<file path="config.mk">
export PLATFORM = sky130hd
export DESIGN_NAME = hazard_ctrl
export DESIGN_NICKNAME = d
export VERILOG_FILES = /design/src/rtl/hazard_ctrl_pkg.sv /design/src/rtl/hazard_ctrl_md_counter.sv /design/src/rtl/hazard_ctrl.sv
export SDC_FILE = /design/constraint.sdc
export NUM_CORES = 1
export LEC_CHECK = 0
export BUFFER_PORTS_ARGS = -buffer_cell sky130_fd_sc_hd__buf_2
export CAP_MARGIN = 10
export CORE_UTILIZATION = 38
export DETAILED_ROUTE_END_ITERATION = 12
export GPL_ROUTABILITY_DRIVEN = 0
export GPL_TIMING_DRIVEN = 0
export MAX_ROUTING_LAYER = met4
export PLACE_DENSITY = 0.84
export SYNTH_ARGS = -nofsm -noshare
export SYNTH_HDL_FRONTEND = slang
export SYNTH_HIERARCHICAL = 1
export SYNTH_SLANG_ARGS = --single-unit
export TNS_END_PERCENT = 30
</file>
<file path="constraint.sdc">
create_clock -name vclk -period 2.6
set_input_delay 0.65 -clock vclk [all_inputs]
set_output_delay 0.65 -clock vclk [all_outputs]
set_load 0.01 [all_outputs]
</file>
<file path="src/rtl/hazard_ctrl_pkg.sv">
// Shared types for the hazard controller: forward-select encoding, multi-cycle FSM
// states, default execute latency and the forwarding priority helper.
package hazard_ctrl_pkg;

  localparam int MUL_LAT_DEFAULT = 3;
  localparam int MD_CNT_W        = 4;

  typedef enum logic [1:0] {
    FWD_RF = 2'd0,
    FWD_W  = 2'd1,
    FWD_M  = 2'd2
  } fwd_sel_e;

  typedef enum logic {
    MD_IDLE = 1'b0,
    MD_BUSY = 1'b1
  } md_state_e;

  // M beats W; a load in M cannot forward yet, and x0 never matches.
  function automatic fwd_sel_e fwd_sel(input logic [4:0] ra, input logic [4:0] rd_m,
                                       input logic [4:0] rd_w, input logic regwrite_m,
                                       input logic memtoreg_m, input logic regwrite_w);
    fwd_sel_e sel;
    if (regwrite_m && (rd_m != 5'd0) && (rd_m == ra) && !memtoreg_m) begin
      sel = FWD_M;
    end else if (regwrite_w && (rd_w != 5'd0) && (rd_w == ra)) begin
      sel = FWD_W;
    end else begin
      sel = FWD_RF;
    end
    return sel;
  endfunction

endpackage

</file>
<file path="src/rtl/hazard_ctrl_md_counter.sv">
// Multi-cycle mul/div occupancy tracker: IDLE/BUSY FSM with a down-counter that
// freezes while the data memory is stalled.
module md_counter
  import hazard_ctrl_pkg::*;
#(
  parameter int MUL_LAT = MUL_LAT_DEFAULT
) (
  input  logic clk,
  input  logic reset,
  input  logic start,
  input  logic hold,
  output logic md_stall
);

  md_state_e             state_q, state_d;
  logic [MD_CNT_W-1:0]   cnt_q, cnt_d;

  // Next-state and counter update; everything freezes while hold is set.
  always_comb begin
    state_d = state_q;
    cnt_d   = cnt_q;
    if (hold) begin
      state_d = state_q;
      cnt_d   = cnt_q;
    end else begin
      case (state_q)
        MD_IDLE: begin
          if (start) begin
            state_d = MD_BUSY;
            cnt_d   = MD_CNT_W'(MUL_LAT - 1);
          end else begin
            state_d = MD_IDLE;
            cnt_d   = {MD_CNT_W{1'b0}};
          end
        end
        MD_BUSY: begin
          if (cnt_q == MD_CNT_W'(1)) begin
            state_d = MD_IDLE;
            cnt_d   = {MD_CNT_W{1'b0}};
          end else begin
            state_d = MD_BUSY;
            cnt_d   = cnt_q - MD_CNT_W'(1);
          end
        end
        default: begin
          state_d = MD_IDLE;
          cnt_d   = {MD_CNT_W{1'b0}};
        end
      endcase
    end
  end

  // State registers; reset abandons any op in flight.
  always_ff @(posedge clk) begin
    if (reset) begin
      state_q <= MD_IDLE;
      cnt_q   <= {MD_CNT_W{1'b0}};
    end else begin
      state_q <= state_d;
      cnt_q   <= cnt_d;
    end
  end

  // Held from the issue cycle until the final execute cycle, when the op may leave E.
  assign md_stall = ((state_q == MD_IDLE) && start) ||
                    ((state_q == MD_BUSY) && (cnt_q != MD_CNT_W'(1)));

endmodule

</file>
<file path="src/rtl/hazard_ctrl.sv">
// Pipeline hazard controller: decode forwarding plus stall/flush generation.
// Define HAZARD_MULDIV_EN to build the multi-cycle mul/div hold tracker.
module hazard_ctrl
  import hazard_ctrl_pkg::*;
#(
  parameter int MUL_LAT = MUL_LAT_DEFAULT
) (
  input  logic       clk,
  input  logic       reset,
  input  logic [4:0] ra1D,
  input  logic [4:0] ra2D,
  input  logic       branchD,
  input  logic       pcSrcD,
  input  logic [4:0] rdE,
  input  logic [4:0] rdM,
  input  logic [4:0] rdW,
  input  logic       regwriteE,
  input  logic       regwriteM,
  input  logic       regwriteW,
  input  logic       memtoregE,
  input  logic       memtoregM,
  input  logic       mdstartE,
  input  logic       iwait,
  input  logic       dwait,
  output logic [1:0] forwardaD,
  output logic [1:0] forwardbD,
  output logic       stallF,
  output logic       stallD,
  output logic       stallE,
  output logic       stallM,
  output logic       flushD,
  output logic       flushE,
  output logic       flushW,
  output logic       mdbusy
);

  logic md_stall;
  logic match_e, match_m, lw_stall, br_stall;

`ifdef HAZARD_MULDIV_EN
  md_counter #(.MUL_LAT(MUL_LAT)) u_md_counter (
    .clk      (clk),
    .reset    (reset),
    .start    (mdstartE),
    .hold     (dwait),
    .md_stall (md_stall)
  );
`else
  logic       md_unused;
  logic [3:0] md_lat_unused;
  assign md_unused     = mdstartE ^ clk ^ reset;
  assign md_lat_unused = 4'(MUL_LAT);
  assign md_stall      = 1'b0;
`endif

  assign forwardaD = fwd_sel(ra1D, rdM, rdW, regwriteM, memtoregM, regwriteW);
  assign forwardbD = fwd_sel(ra2D, rdM, rdW, regwriteM, memtoregM, regwriteW);

  // Stall requests are ORed; a stage's flush is dropped whenever that stage is held.
  always_comb begin
    match_e  = (rdE != 5'd0) && ((rdE == ra1D) || (rdE == ra2D));
    match_m  = (rdM != 5'd0) && ((rdM == ra1D) || (rdM == ra2D));
    lw_stall = memtoregE && regwriteE && match_e;
    br_stall = branchD && ((regwriteE && match_e) || (memtoregM && match_m));
    stallD   = dwait || lw_stall || br_stall || md_stall;
    stallF   = stallD || iwait;
    stallE   = dwait || md_stall;
    stallM   = dwait;
    flushE   = (lw_stall || br_stall) && !stallE;
    flushD   = (pcSrcD || iwait) && !stallD;
    flushW   = dwait;
    mdbusy   = md_stall;
  end

endmodule
</file>
=== Yosys cells after proc, flatten, opt, wreduce, memory -nomap -nowiden ===
Cells that the tools add are included.

* Reduce and logical (&&, ||, !) cells: 31
* Multiplexer cells: 4
* Eq/ne operators: 6

{| class="wikitable"
|+ Operators by type and width
! cell !! number
|-
| $eq 5x5->1 || 6
|-
| $logic_and 1x1->1 || 17
|-
| $reduce_bool 5->1 || 3
|-
| $logic_or 1x1->1 || 8
|-
| $mux 2 || 2
|-
| $logic_not 1->1 || 3
|-
| $mux 1 || 2
|}

* Bits of input ports: 37
* Register bits: 0

=== Depth between registers and ports, before layout ===
Gate-level depths: netlist of the first run.

* Depth in word-level cells: 9
* Mapped depth: 6
* Gate-level depth less buffers: 6

=== Worst setup path after synthesis of the first run ===
No wires, ideal clock.

* Path type: input port to output port
* From: in rdE[0]
* To: out flushD
* Path slack: 0.279 ns
* Arrival time: 1.671 ns
* Cell stages on the path: 5
* Data required time: 1.950 ns
* Path buffers: 0
* Cell sequence: or4_1 -> o21ai_1 -> a21oi_1 -> o22ai_2 -> and2_1

* Word-level cells in the longest chain between the ends: 9
* Elaborated cells between the ends (all ways): 13
* Classes of those cells: eq/ne (2); reduce/logical (11)

{| class="wikitable"
|+ Ends and longest elaborated chain
! item !! line !! text
|-
| start: declaration || hazard_ctrl.sv:14 || <nowiki>input logic [4:0] rdE,</nowiki>
|-
| $eq 5x5->1 || hazard_ctrl.sv:61 || <nowiki>match_e = (rdE != 5'd0) && ((rdE == ra1D) || (rdE == ra2D));</nowiki>
|-
| $logic_or 1x1->1 || hazard_ctrl.sv:61 ||
|-
| $logic_and 1x1->1 * || hazard_ctrl.sv:61 ||
|-
| $logic_and 1x1->1 || hazard_ctrl.sv:64 || <nowiki>br_stall = branchD && ((regwriteE && match_e) || (memtoregM && match_m));</nowiki>
|-
| $logic_or 1x1->1 || hazard_ctrl.sv:64 ||
|-
| $logic_and 1x1->1 || hazard_ctrl.sv:64 ||
|-
| $logic_or 1x1->1 * || hazard_ctrl.sv:65 || <nowiki>stallD = dwait || lw_stall || br_stall || md_stall;</nowiki>
|-
| $logic_not 1->1 * || hazard_ctrl.sv:70 || <nowiki>flushD = (pcSrcD || iwait) && !stallD;</nowiki>
|-
| $logic_and 1x1->1 * || hazard_ctrl.sv:70 ||
|-
| end: declaration || hazard_ctrl.sv:31 || <nowiki>output logic flushD,</nowiki>
|}

Every way passes the cells marked *; elsewhere a longest branch is shown, timed or not.

=== Final worst setup path of the first run ===
* From: in ra1D[2]
* To: out flushD

* Word-level cells in the longest chain between the ends: 9
* Elaborated cells between the ends (all ways): 15
* Classes of those cells: eq/ne (2); reduce/logical (13)

{| class="wikitable"
|+ Ends and longest elaborated chain
! item !! line !! text
|-
| start: declaration || hazard_ctrl.sv:10 || <nowiki>input logic [4:0] ra1D,</nowiki>
|-
| $eq 5x5->1, on equally long branches || hazard_ctrl.sv:61, hazard_ctrl.sv:62 ||
|-
| $logic_or 1x1->1, on equally long branches || hazard_ctrl.sv:61, hazard_ctrl.sv:62 ||
|-
| $logic_and 1x1->1, on equally long branches || hazard_ctrl.sv:61, hazard_ctrl.sv:62 ||
|-
| $logic_and 1x1->1 || hazard_ctrl.sv:64 ||
|-
| $logic_or 1x1->1 || hazard_ctrl.sv:64 ||
|-
| $logic_and 1x1->1 || hazard_ctrl.sv:64 ||
|-
| $logic_or 1x1->1 * || hazard_ctrl.sv:65 ||
|-
| $logic_not 1->1 * || hazard_ctrl.sv:70 ||
|-
| $logic_and 1x1->1 * || hazard_ctrl.sv:70 ||
|}

Marks and branches as above.

==> flow_metrics.env, run 1 <==
export IMPL_post_route_min_period_ns=2.57
export IMPL_status="finished clean"
export IMPL_first_pass_iters=4
export IMPL_antenna_found_initial=0
export IMPL_synth_area_mux_share_pct=0
export IMPL_ant_nets=0
export IMPL_routed_wl_um=1580
export IMPL_dieHeight_um=38.1
export IMPL_cp_cell_sequence="buf_2 > xor2_1 > nor3_1 > nand3_1 > a211oi_2 > o22ai_2 > and2_1 > buf_2"
export IMPL_crit_fanout=4
export IMPL_critical_path_class="in2out"
export IMPL_synth_seq_area_share_pct=0
export IMPL_synthXorXnorAreaFrac_pct=53.0
export IMPL_vias_per_cell=4.76
export IMPL_worstHoldPathType="in2out"
export IMPL_hold_start="iwait"
export IMPL_power_density_nw_per_um2=155
export IMPL_post_route_period_util_pct=98.8
export IMPL_synth_adder_area_share_pct=0
export IMPL_crit_top_cell="buf_2"
export IMPL_pin_count=49
export IMPL_place_inst=128
export IMPL_drt_wirelength_per_cell_um=11.9
export IMPL_portBuffers=45
export IMPL_fin_nets=157
export IMPL_clkbuf_count=0
export IMPL_layoutNonFillerInstCount=132
export IMPL_worstPathRequired_ns=1.95
export IMPL_maxCapViolCount=0
export IMPL_ys_types=19
export IMPL_synthCells=69
export IMPL_die_w_um=38.1
export IMPL_cts_hold_buf=0
export IMPL_track_usage_pct=21.2
export IMPL_start_util_pct=42.9
export IMPL_holdPathStages=4
export IMPL_hold_viol=0
export IMPL_avgSynthCellArea_um2=7.18
export IMPL_grt_pass1_wl_um=2220
export IMPL_fmax_mhz=389
export IMPL_vdd_ir_drop_worst_uv=89.1
export IMPL_synthSimpleGateAreaFrac_pct=31.3
export IMPL_crit_start="ra1D[2]"
export IMPL_rsz0062_at_grt="yes"
export IMPL_synth_compound_area_share_pct=8.08
export IMPL_layout_drive_gt1_share_pct=49.2
export IMPL_ys_warn_count=6
export IMPL_grt_pass1_vias=515
export IMPL_seq_area_um2=0
export IMPL_synth_top_family_by_area="XOR/XNOR gates"
export IMPL_num_vias=628
export IMPL_drc=0
export IMPL_whs_endpoint="stallF"
export IMPL_coreArea_um2=1160
export IMPL_synth_area_leader_cell="xor2_1"
export IMPL_slowest_stage="a211oi_2"
export IMPL_crit_path_max_incr_delay_ns=0.21
export IMPL_ys_top_cells_by_area="xor2_1 39%, xnor2_1 14%, buf_4 6.1%"
export IMPL_num_rows=12
export IMPL_overflow=0
export IMPL_cellLeakagePower_nw=0.400
export IMPL_slew_viol_final=0
export IMPL_cp_arrival_ns=1.92
export IMPL_syn_area_um2=495
export IMPL_syn2layout_area_growth_pct=61.4
export IMPL_syn_nets=106
export IMPL_post_dp_hpwl_um=1240
export IMPL_startpoint_type="primary input"
export IMPL_tns_ns=0
export IMPL_setup_viol=0
export IMPL_grt_max_degree=8
export IMPL_dr_first_iter_drc_count=9
export IMPL_seq_cells=0
export IMPL_n_antenna_cell=0
export IMPL_fp_dieArea_um2=1450
export IMPL_synth_top_area_share_pct=38.9
export IMPL_critPathCaptureType="output pin"
-- through the flow --
step	hold slack [ns]	utilization, %	instance area [um2]	worst slack (ns)	power, mW
after floorplan	1.35	-	495	0.279	0.0564
after global placement	1.58	63.9	738	0.0402	0.110
after detailed placement	1.58	63.9	738	0.0226	0.113
after CTS	1.58	63.9	738	0.0226	0.114
after global routing	1.60	69.2	800	-0.0531	0.135
final	1.58	69.2	800	0.0319	0.124
-- how the worst max path moves through the flow --
stage / cells after the start / endpoint / slack, ns
6_report: 8 / flushD / 0.03
3_5_place_dp: 7 / flushD / 0.02
5_1_grt: 8 / flushD / -0.05
4_1_cts: 7 / flushD / 0.02
2_1_floorplan: 5 / flushD / 0.28
3_3_place_gp: 7 / flushD / 0.04
-- logic make-up (layout without fill, tap and decap cells) --
kind of cell	after synthesis	count (layout)
AO/OA/AOI/OAI	5	5
XOR/XNOR	30	30
buffers and inverters	5	54
AND/OR/NAND/NOR	28	28
other	1	1
-- layer usage --
metal | up-vias | global-route usage (%) | routed length, um | share of wire, %
met5 | - | - | 0 | 0
met4 | 0 | 0 | 8 | 0.51
met3 | 2 | 0 | 65 | 4.1
met2 | 22 | 36.0 | 799 | 51
met1 | 276 | 29.9 | 701 | 45
li1 | 328 | - | - | -
-- repair_timing --
item / in CTS / in global routing
endpoints found under the setup margin: 0 / 2
endpoints found under the hold margin: 0 / 0
resized for setup: 0 / 9
buffers inserted: 0 / 4
-- area by class of cell --
class / count / area [um2]
Fill cell: 100 / 357
Multi-Input combinational cell: 64 / 468
Buffer: 4 / 30.0
Tap cell: 14 / 17.5
Timing Repair Buffer: 49 / 280
Inverter: 1 / 3.75
-- synthesized netlist by cell type, types with 2 or more instances --
| master | count |
|---|---|
| buf_4 | 4 |
| nand2_1 | 3 |
| nand3_1 | 2 |
| nand3_2 | 2 |
| nor2_1 | 7 |
| nor3_1 | 5 |
| nor4_1 | 2 |
| o21ai_1 | 2 |
| or4_1 | 4 |
| xnor2_1 | 8 |
| xor2_1 | 22 |
-- placed cells by master, fill, tap and decap left out, drive strengths merged --
cell type  instances
buf               53
xor2              22
xnor2              8
nor2               7
nor3               5
or4                4
nand3              4
nand2              3
o21ai              2
nor4               2
nand3b             1
a21oi              1
inv                1
a211oi             1
o22ai              1
nand2b             1
and2               1
conb               1
-- critical path, delay by kind of cell --
family	cells	cell delay, ns
simple gates	3	0.50
compound gates	2	0.34
buf+inv	2	0.27
xor+xnor	1	0.15
-- power breakdown --
| group | leakage [nW] | switching [mW] | internal, mW |
|---|---|---|---|
| sequential | 0 | 0 | 0 |
| clock | 0 | 0 | 0 |
| combinational | 0.400 | 0.0608 | 0.0633 |
| total | 0.400 | 0.0608 | 0.0633 |
No activity file was read; power rests on OpenSTA's default activity.
==> run 2: changes to the inputs <==
--- a/config.mk
+++ b/config.mk
@@ -13,6 +13,7 @@
 export GPL_TIMING_DRIVEN = 0
 export MAX_ROUTING_LAYER = met4
 export PLACE_DENSITY = 0.84
+export SETUP_SLACK_MARGIN = 0.15
 export SYNTH_ARGS = -nofsm -noshare
 export SYNTH_HDL_FRONTEND = slang
 export SYNTH_HIERARCHICAL = 1
==> run 2 against run 1 <==
Net effect:
- total power up 9.5%
- non-clock buffer count down 1
- largest power group unchanged
- utilization up 5.1 points
- largest cell class unchanged
- critical endpoint unchanged
==> flow_metrics.env, run 2 (synthesis results as in run 1) <==
export IMPL_vias_per_cell=4.98
export IMPL_seq_cells=0
export IMPL_maxCapViolCount=0
export IMPL_syn2layout_area_growth_pct=73.2
export IMPL_layout_drive_gt1_share_pct=53.8
export IMPL_holdPathStages=4
export IMPL_slew_viol_final=0
export IMPL_hold_start="iwait"
export IMPL_power_density_nw_per_um2=158
export IMPL_post_place_ws_ns=0.0226
export IMPL_layout_common_cells="37 x buf_2, 21 x xor2_1, 8 x xnor2_1, 8 x buf_4, 7 x nor2_1"
export IMPL_first_pass_iters=6
export IMPL_num_rows=12
export IMPL_cellLeakagePower_nw=0.413
export IMPL_track_usage_pct=24.1
export IMPL_die_w_um=38.1
export IMPL_post_route_min_period_ns=2.57
export IMPL_fp_dieArea_um2=1450
export IMPL_crit_fanout=4
export IMPL_clkbuf_count=0
export IMPL_cts_hold_buf=0
export IMPL_slowest_stage="or4_1"
export IMPL_coreArea_um2=1160
export IMPL_start_util_pct=42.9
export IMPL_tns_ns=0
export IMPL_setup_viol=0
export IMPL_n_antenna_cell=0
export IMPL_seq_area_um2=0
export IMPL_pin_count=49
export IMPL_num_vias=653
export IMPL_routed_wl_um=1700
export IMPL_cp_arrival_ns=1.92
export IMPL_whs_endpoint="stallF"
export IMPL_portBuffers=45
export IMPL_final_common_cell="buf_2"
export IMPL_fin_nets=156
export IMPL_critical_path_class="in2out"
export IMPL_grt_pass1_wl_um=2440
export IMPL_critPathCaptureType="output pin"
export IMPL_drt_wirelength_per_cell_um=13.0
export IMPL_crit_path_max_incr_delay_ns=0.51
export IMPL_utilization_pct=74.2
export IMPL_worstHoldPathType="in2out"
export IMPL_overflow=0
export IMPL_grt_pass1_vias=551
export IMPL_dr_first_iter_drc_count=5
export IMPL_antenna_found_initial=0
export IMPL_multi_input_area_um2=505
export IMPL_vdd_ir_drop_worst_uv=93.9
export IMPL_status="finished clean"
export IMPL_place_area_um2=738
export IMPL_rsz0062_at_grt="yes"
export IMPL_fmax_mhz=389
export IMPL_ant_nets=0
export IMPL_drc=0
export IMPL_startpoint_type="primary input"
export IMPL_cp_cell_sequence="buf_8 > or4_1 > o21ai_1 > a21oi_1 > o22ai_2 > and2_1 > buf_2"
export IMPL_stdcell_area_um2=858
export IMPL_post_dp_hpwl_um=1240
export IMPL_worst_slack_ns=0.0279
export IMPL_hold_viol=0
export IMPL_fill_cells=93
export IMPL_post_route_period_util_pct=98.9
export IMPL_grt_max_degree=8
export IMPL_worstPathRequired_ns=1.95
export IMPL_dieHeight_um=38.1
run 2: cell count changes in the layout (fill, tap and decap cells not counted), moves of 3 or more:
cell,previous run,this run
or4_4,0,3
or4_1,4,1
buf_6,2,5
buf_2,41,37
run 2: cell type report:
cell class / instances / area share (%)
Multi-Input combinational cell: 64 / 58.9
Timing Repair Buffer: 48 / 35.1
Buffer: 4 / 3.50
Tap cell: 14 / 2.04
Inverter: 1 / 0.437
run 2: worst max-delay path, delay by kind of cell:
kind | cells | cell delay (ns)
buffers and inverters | 2 | 0.22
AND/OR/NAND/NOR | 2 | 0.67
AO/OA/AOI/OAI | 3 | 0.38
run 2: power breakdown:
| group | switching, mW | total [mW] | internal [mW] |
|---|---|---|---|
| Sequential | 0 | 0 | 0 |
| Clock | 0 | 0 | 0 |
| Combinational | 0.0658 | 0.136 | 0.0700 |
run 2: how the worst max path moves through the flow:
| stage | from | end | cells after the start |
|---|---|---|---|
| floorplan | rdE[0] | flushD | 5 |
| finish | rdE[1] | flushD | 7 |
| global placement | rdE[0] | flushD | 7 |
| detailed placement | rdE[0] | flushD | 7 |
| CTS | rdM[3] | flushD | 8 |
| global route | rdE[1] | flushD | 7 |
run 2: timing repair:
action	in CTS	in global routing
setup endpoints to repair	5	6
pin swaps	9	7
gates resized for setup	15	10
buffers inserted	2	1
cloned	0	0
run 2: through the flow:
stage	power, mW	cells	hold WS [ns]
6_report	0.136	131	1.58
4_1_cts	0.123	130	1.58
5_1_grt	0.146	131	1.59
3_5_place_dp	0.113	128	1.58
3_3_place_gp	0.110	128	1.58
2_1_floorplan	0.0564	69	1.35
run 2: routing by layer:
metal | global-route usage [%] | vias up | routed length, um
li1 | - | 324 | -
met1 | 29.4 | 301 | 660
met2 | 41.1 | 24 | 910
met3 | 2.91 | 4 | 91
met4 | 7.14 | 0 | 39
met5 | - | - | 0
